<file path="config.mk">
export PLATFORM = sky130hd
export DESIGN_NAME = reservation_station
export DESIGN_NICKNAME = d
export VERILOG_FILES = /design/src/rtl/types_pkg.sv /design/src/rtl/rs_oldest_select.sv /design/src/rtl/reservation_station.sv
export SDC_FILE = /design/constraint.sdc
export NUM_CORES = 2
export LEC_CHECK = 0
export ABC_CLOCK_PERIOD_IN_PS = 5000
export CELL_PAD_IN_SITES_DETAIL_PLACEMENT = 1
export CELL_PAD_IN_SITES_GLOBAL_PLACEMENT = 2
export CORE_UTILIZATION = 34
export DETAILED_ROUTE_END_ITERATION = 8
export GPL_TIMING_DRIVEN = 0
export PLACE_DENSITY = 0.82
export SETUP_SLACK_MARGIN = 0.5
export SYNTH_ARGS = -nofsm -noshare
export SYNTH_HDL_FRONTEND = slang
export SYNTH_SLANG_ARGS = --single-unit
</file>
<file path="constraint.sdc">
create_clock -name clk -period 5 [get_ports clk]
set_clock_uncertainty 0.15 [all_clocks]
set_input_delay 0.75 -clock clk [delete_from_list [all_inputs] [get_ports clk]]
set_output_delay 0.75 -clock clk [all_outputs]
set_load 0.03 [all_outputs]
</file>
<file path="src/rtl/types_pkg.sv">
// Shared pipeline types for the issue stage: dispatch packet, reservation-station entry and tag type.
package types_pkg;

   localparam int RS_DEPTH_MAX = 8;

   typedef logic [6:0] preg_t;

   typedef struct packed {
      logic [6:0]  opcode;
      logic [31:0] pc;
      preg_t       prd;
      preg_t       pr1;
      logic        pr1_ready;
      preg_t       pr2;
      logic        pr2_ready;
      logic [31:0] imm;
      logic [5:0]  rob_index;
   } dispatch_pipeline_data;

   typedef struct packed {
      logic        valid;
      logic [2:0]  age;
      logic [1:0]  fu;
      logic [6:0]  opcode;
      logic [31:0] pc;
      preg_t       prd;
      preg_t       pr1;
      logic        pr1_ready;
      preg_t       pr2;
      logic        pr2_ready;
      logic [31:0] imm;
      logic [5:0]  rob_index;
   } rs_data;

endpackage

</file>
<file path="src/rtl/rs_oldest_select.sv">
// Combinational oldest-first picker: grants the eligible entry with the smallest age (ages are unique).
module rs_oldest_select #(
   parameter int N = 8
) (
   input  logic [N-1:0]      elig,
   input  logic [N-1:0][2:0] age,
   output logic [N-1:0]      grant,
   output logic              any
);

   always_comb begin
      for (int i = 0; i < N; i++) begin
         grant[i] = elig[i];
         for (int j = 0; j < N; j++) begin
            if (j != i && elig[j] && age[j] < age[i]) grant[i] = 1'b0;
         end
      end
      any = |elig;
   end

endmodule

</file>
<file path="src/rtl/reservation_station.sv">
// Reservation station: holds dispatched ops, wakes operands from the CDB, issues oldest ready entry.
// Optional RS_PERF_EN adds perf_stall_cnt (dispatch-stall cycle counter).
module reservation_station
   import types_pkg::*;
#(
   parameter int DEPTH = 8
) (
   input  logic                  clk,
   input  logic                  rst_n,
   input  logic                  disp_valid,
   output logic                  disp_ready,
   input  dispatch_pipeline_data disp_data,
   input  logic [1:0]            disp_fu,
   input  logic                  cdb_valid,
   input  preg_t                 cdb_tag,
   output logic                  issue_valid,
   input  logic                  issue_ready,
   output rs_data                issue_data,
   input  logic                  flush,
   output logic [3:0]            occupancy
`ifdef RS_PERF_EN
   ,
   output logic [31:0]           perf_stall_cnt
`endif
);

   rs_data                ent [DEPTH];
   rs_data                new_ent;
   logic [DEPTH-1:0]      elig, grant, free_oh;
   logic [DEPTH-1:0][2:0] ages;
   logic                  any, found, issue_fire, disp_fire;
   logic [2:0]            sel_age, new_age;

   always_comb begin
      for (int i = 0; i < DEPTH; i++) begin
         elig[i] = ent[i].valid && ent[i].pr1_ready && ent[i].pr2_ready;
         ages[i] = ent[i].age;
      end
   end

   rs_oldest_select #(.N(DEPTH)) u_sel (
      .elig  (elig),
      .age   (ages),
      .grant (grant),
      .any   (any)
   );

   always_comb begin
      issue_data = '0;
      for (int i = 0; i < DEPTH; i++) begin
         if (grant[i]) issue_data = ent[i];
      end
   end

   assign sel_age     = issue_data.age;
   assign issue_valid = any && !flush;
   assign disp_ready  = occupancy < 4'(DEPTH);
   assign issue_fire  = issue_valid && issue_ready;
   assign disp_fire   = disp_valid && disp_ready && !flush;
   // The new entry is younger than every survivor, so it takes the age just past them.
   assign new_age     = 3'(occupancy - {3'b0, issue_fire});

   always_comb begin
      free_oh = '0;
      found   = 1'b0;
      for (int i = 0; i < DEPTH; i++) begin
         if (!ent[i].valid && !found) begin
            free_oh[i] = 1'b1;
            found      = 1'b1;
         end
      end
   end

   // Same-cycle CDB bypass so a broadcast coinciding with allocation is not lost.
   always_comb begin
      new_ent = '{
         valid:     1'b1,
         age:       new_age,
         fu:        disp_fu,
         opcode:    disp_data.opcode,
         pc:        disp_data.pc,
         prd:       disp_data.prd,
         pr1:       disp_data.pr1,
         pr1_ready: disp_data.pr1_ready || disp_data.pr1 == '0 ||
                    (cdb_valid && cdb_tag == disp_data.pr1),
         pr2:       disp_data.pr2,
         pr2_ready: disp_data.pr2_ready || disp_data.pr2 == '0 ||
                    (cdb_valid && cdb_tag == disp_data.pr2),
         imm:       disp_data.imm,
         rob_index: disp_data.rob_index
      };
   end

   always_ff @(posedge clk or negedge rst_n) begin
      if (!rst_n) begin
         for (int i = 0; i < DEPTH; i++) ent[i] <= '0;
         occupancy <= '0;
      end else if (flush) begin
         for (int i = 0; i < DEPTH; i++) begin
            ent[i].valid <= 1'b0;
            ent[i].age   <= '0;
         end
         occupancy <= '0;
      end else begin
         for (int i = 0; i < DEPTH; i++) begin
            if (disp_fire && free_oh[i]) begin
               ent[i] <= new_ent;
            end else if (ent[i].valid) begin
               if (issue_fire && grant[i]) begin
                  ent[i].valid <= 1'b0;
                  ent[i].age   <= '0;
               end else begin
                  if (issue_fire && ent[i].age > sel_age) ent[i].age <= ent[i].age - 3'd1;
                  if (cdb_valid && ent[i].pr1 == cdb_tag) ent[i].pr1_ready <= 1'b1;
                  if (cdb_valid && ent[i].pr2 == cdb_tag) ent[i].pr2_ready <= 1'b1;
               end
            end
         end
         occupancy <= 4'(occupancy + {3'b0, disp_fire} - {3'b0, issue_fire});
      end
   end

`ifdef RS_PERF_EN
   always_ff @(posedge clk or negedge rst_n) begin
      if (!rst_n)
         perf_stall_cnt <= '0;
      else if (disp_valid && !disp_ready && perf_stall_cnt != 32'hFFFF_FFFF)
         perf_stall_cnt <= perf_stall_cnt + 32'd1;
   end
`endif

endmodule

</file>
# [After elaboration in Yosys (flattened, before gate mapping)]
# Cells that the tools add are included.
[totals] reg_bits=852 latch_bits=0 ramBits=0 romBits=0 inputBits=115 out_inout_bits=112 wordCells=609 n_memories=0
[op_classes] add_sub_neg=11 n_mul=0 n_div=0 n_lt_le_gt_ge=65 eq_ne=26 shifts=0 mux=191 bitwise=1 reduce_logical=218
[ops] cell="106-bit two-way mux" count=8
[ops] cell="3-bit < comparator" count=56
[ops] cell="1-bit two-way mux" count=142
[ops] cell="7-bit == test" count=18
[ops] cell="1-bit logical AND" count=125
[ops] cell="4-bit two-way mux" count=25
[ops] cell="4-bit AND reduction" count=16
[ops] cell="3-bit two-way mux" count=16
[ops] cell="2-bit nonzero test" count=24
[ops] cell="2-bit AND reduction" count=16
[ops] cell="4-bit nonzero test" count=8
[ops] cell="3-bit greater-than comparator" count=8
[ops] cell="3-bit nonzero test" count=8
[ops] cell="3-bit by 1-bit subtractor with 3-bit output, second input constant" count=8
[ops] cell="2-bit != test, second input constant" count=8
[ops] cell="1-bit logical NOT" count=14
[ops] cell="7-bit logical NOT" count=2
[ops] cell="8-bit OR reduction" count=1
[ops] cell="4-bit by 1-bit adder with 4-bit output" count=1
[ops] cell="1-bit logical OR" count=4
[ops] cell="4-bit < comparator, second input constant" count=1
[ops] cell="4-bit by 1-bit subtractor with 4-bit output" count=1
[ops] cell="3-bit by 1-bit subtractor with 3-bit output" count=1
[ops] cell="1-bit NOT" count=1

# [Depth between registers and ports, before layout]
[depth] word_depth=25 mapped_depth=21 ltp_nobuf=20

# [Cells and area by module]
# A second synthesis with hierarchy kept.
[unflattened] cells_unflattened=5470 hier_area_um2=44011.0
[modules_own_cells] module="reservation_station" n_inst=1 cells_each=5193 area_per_inst_um2=41858.9 seq_area_each_um2=21320.4
[modules_own_cells] module="rs_oldest_select" n_inst=1 cells_each=277 area_per_inst_um2=2152.1 seq_area_each_um2=0.0

# [Worst setup path before layout]
# Ideal clock, no wire load.
[synth_timing] kind="reg2reg" from="reg ages[8] (netlist name)" to="reg ages[22] (netlist name)" setup_time_ns=0.125 arrival_time_ns=5.442 required_time_ns=4.725 slack_ns=-0.717 path_stages_with_launch=20 path_buffers=2 synth_period_minus_slack_ns=5.717 cell_sequence="dfrtp_1 > inv_1 > ha_1 > nor2b_1 > a221oi_1 > o21ai_0 > nor4_2 > clkbuf_1 > clkbuf_1 > nand2_1 > o311ai_0 > o21ai_0 > a221oi_1 > ha_1 > a31oi_1 > a2bb2oi_1 > a221o_1 > nand2_1 > mux2_2 > a2111oi_0"

==> metrics.md <==
| Metric | Value |
|---|---|
| Outcome | complete, but fails checks |
| Failing checks | setup timing |
| Vias in the first global route | slightly above 40000 |
| Final Critical Period | 5.38 ns |
| Layout cells sized above 1 | 0.254 |
| CP peak stage delay | between 0.5 and 0.6 ns |
| Placed cell area | ~47000 µm² |
| Seq/Total Area, Yosys | 0.497 |
| Worst Path Max Fanout | 6 |
| Slew Limit Headroom | 0.0398 |
| DRT Pass-1 Iters | 5 |
| Grt met1 use | 0.366 |
| Initial drt markers | roughly 3300 |
| CP endpoint kind | output port |
| Syn Std Cell Area | about 43000 µm² |
| HPWL after DPL | roughly 120000 µm |
| Initial Util | 0.345 |
| Final Setup Violations | roughly 120 |
| Worst-path clk slew | roughly 0.070 ns |
| Initial antenna violation count | 23 |
| GP Congestion | 0.904 |
| Power density cells | around 370 nW/µm² |
| Worst slew pin tran | around 1.4 ns |
| GRT busiest layer | met2 |
| Buf/Inv on CP | 9 |
| Root Buffer | clkbuf_16 |
| Die Y | 357 µm |
| GR Util met3 | 0.0474 |
| Final Max Tran Viols | 0 |
| Yosys warns | 0 |
| Depth of the CTS H-tree | 3 |
| Most frequent CP cell | buf_12 |
| Flops & latches, synth | 852 |
| WL per Instance | approximately 26 µm |
| Asr flop ratio synth | 1.00 |
| Chip Width | ~360 µm |
| Fin cells | 7100 |
| Worst setup margin | -0.380 ns |
| Ys flop type | dfrtp_1 |
| RSZ-0062 raised after global routing | yes |
| Post-synth EDFFs | 0 |
| Grt ovf | 0 |
| CP arrival | between 4 and 5 ns |
| Peak Freq | 186 MHz |
| WP data required | ~4.1 ns |
| Die ar. | 128000 µm² |
| Design Area, Final | 57600 µm² |
| Cts bufs inserted | a little under 100 |
| Routed vias | 39900 |
| Worst-path cell chain | buf_12, clkinv_8, ha_4, a21oi_4, nand2_2, o2bb2ai_2, nor4_4, buf_12, buf_12, nor2_4, buf_12, clkbuf_16, buf_4, clkbuf_16, a221oi_4, o311ai_2, o21ai_1, a221oi_2, buf_4 |
| Pin count of the biggest net entering global routing | between 100 and 150 |
| Slowest stage cell on the critical path | dfrtp_4 |
| Fin util | 0.463 |
| Delay-heaviest family, CP | buffers and inverters |
| Final net count | ~5600 |
| Max-cap violation count | 0 |
| Dpl cells | 6683 |
| Synth unique cells | 71 |
| Tcrit/Tclk final | 1.08 |
| Post-route ant nets | 0 |
| First-pass GRT wire length | between 200000 and 300000 µm |
| Crit Path Category | flop to output port |
| Setup TNS | -23.59 ns |
| CTS max path bufs | 3 |
| HP Class | input port to flop |
| Tot GR Track Use | 0.280 |
| Lkg Pwr | roughly 28 nW |
| Io pins | approximately 230 |
| Row Count | 129 |
| Hold Vio Cnt, Final | 0 |
| Mean post-synth cell area | 8.72 µm² |
| TritonCTS clock tree | built |
| Final wirelength | 188000 µm |
| CORE AREA | 124000 µm² |
| Max IR drop VDD | ~0.28 mV |
| Synth Instances | roughly 4900 |
| Syn Nets | 5151 |
| CTS sink cnt | 852 |
| Area grow syn2layout | 34.2% |
| GR Util met2 | 0.463 |
| Worst skew pair latency | between 0.7 and 0.8 ns |
| Startpoint Class | flop |
| PortBufs | ~120 |
| Residual DRC | 0 |
| Number of fill cells | ~14000 |
| Number of vias per cell | between 5 and 6 |
cells in the mapped netlist (5+ instances only):
master,number,share of area
nor4_1,6,0.00088
a21boi_0,5,0.00088
o22a_1,5,0.0010
o22ai_1,110,0.016
nor3_1,10,0.0012
buf_2,5,0.00058
and3_1,12,0.0018
a31oi_1,25,0.0036
clkbuf_1,397,0.035
or2_2,5,0.00073
nand4_1,42,0.0061
mux2i_1,6,0.0014
inv_1,40,0.0035
a32o_1,5,0.0012
o311ai_0,102,0.021
o21ai_0,143,0.017
ha_1,114,0.033
nand3b_1,31,0.0054
nand3_1,42,0.0049
a221oi_1,208,0.042
dfrtp_1,852,0.50
buf_1,35,0.0031
a32oi_1,6,0.0012
xnor2_1,135,0.028
o221ai_1,6,0.0012
a21oi_1,87,0.010
nor2b_1,6,0.00088
mux2_2,203,0.053
nor2_1,256,0.022
nand2_1,1946,0.17
sequential cells by signal, indices dropped and copies added, names as in the netlist:
signal and cells:
ages 24, ent 824, occupancy 4
cell type report:
class,instances,area (µm²),share of cell area
multi-input cells,3589,24000,0.418
repair buffers,354,3880,0.0673
flip-flops and latches,852,21400,0.371
plain buffers,438,2680,0.0465
diodes,13,32.5,0.000565
clock inverters,37,460,0.00800
inverters,42,234,0.00406
well taps,1637,2050,0.0356
clock buffers,138,2850,0.0496
worst min-delay path, delay by kind of cell:
family                 cells  cell delay, ns
buffers and inverters      1            0.19
and+or+nand+nor            2            0.15
cells in the final DEF (no fill, tap or decap), drive strengths merged, types with 10 or more instances in the layout:
master,netlist,routed
nor3,10,10
nand2,1946,1946
clkdlybuf4s50,0,10
mux2,203,203
nand4,42,42
clkinvlp,0,10
a221oi,208,208
o21ai,144,144
a31oi,25,25
nor2,256,256
o22ai,110,110
clkbuf,398,511
inv,41,38
nand3b,31,31
a21oi,88,88
ha,114,114
buf,40,407
dfrtp,852,852
and3,12,12
xnor2,135,135
clkinv,1,23
diode,0,13
nand3,44,44
o311ai,102,102
where the power goes:
part           total (mW)  internal (mW)  switching, mW
clock                7.56           4.39           3.17
combinational        4.99           2.15           2.84
sequential           8.86           7.87          0.988
metal layers:
layer,share of wire,up-vias
li1,-,17600
met1,0.41,20300
met2,0.47,1394
met3,0.062,502
met4,0.050,12
met5,0.00040,-
final timing paths:
path / startpoint / endpoint / depth (start not counted) / slack (ns)
setup / recovery: ages[5]$_DFFE_PN0P_ / issue_data[43] / 19 / -0.38
hold / removal: disp_data[88] / ent[300]$_DFFE_PN0P_ / 3 / 0.25
setup reg to reg: ages[5]$_DFFE_PN0P_ / ages[11]$_DFFE_PN0P_ / 26 / -0.37
hold reg to reg: ent[12]$_DFFE_PN0P_ / ent[12]$_DFFE_PN0P_ / 2 / 0.32
max in group asynchronous: rst_n / ent[84]$_DFFE_PN0P_ / 6 / 1.71
min in group asynchronous: rst_n / ages[2]$_DFFE_PN0P_ / 2 / 0.41
stage by stage:
stage / power [mW] / setup slack [ns] / hold WS (ns)
2_1_floorplan: 10.8 / 0.487 / 0.291
3_3_place_gp: 12.2 / -41.58 / 0.303
3_5_place_dp: 12.3 / -2.68 / 0.308
4_1_cts: 20.6 / -0.201 / 0.206
5_1_grt: 22.2 / -0.433 / 0.246
6_report: 21.4 / -0.380 / 0.245
cells by family (layout without fill, tap and decap cells):
| kind of cell | Yosys count | count (layout) | share of synthesized area |
|---|---|---|---|
| flip-flops | 852 | 852 | 0.497 |
| XOR/XNOR | 138 | 138 | 0.0282 |
| AO/OA/AOI/OAI | 748 | 748 | 0.125 |
| buffers and inverters | 480 | 1009 | 0.0422 |
| adder cells (fa/ha/maj) | 115 | 115 | 0.0337 |
| other | 0 | 13 | 0 |
| multiplexers | 209 | 209 | 0.0547 |
| AND/OR/NAND/NOR | 2379 | 2379 | 0.219 |
repair_timing:
action / in CTS / in global routing
endpoints found under the hold margin: 82 / 0
hold buffers: 1 / 0
gates resized for setup: 1478 / 600
pin swaps: 128 / 246
cloned: 5 / 8
setup endpoints to repair: 260 / 380
buffers inserted: 93 / 122
No activity file was read; power rests on OpenSTA's default activity.
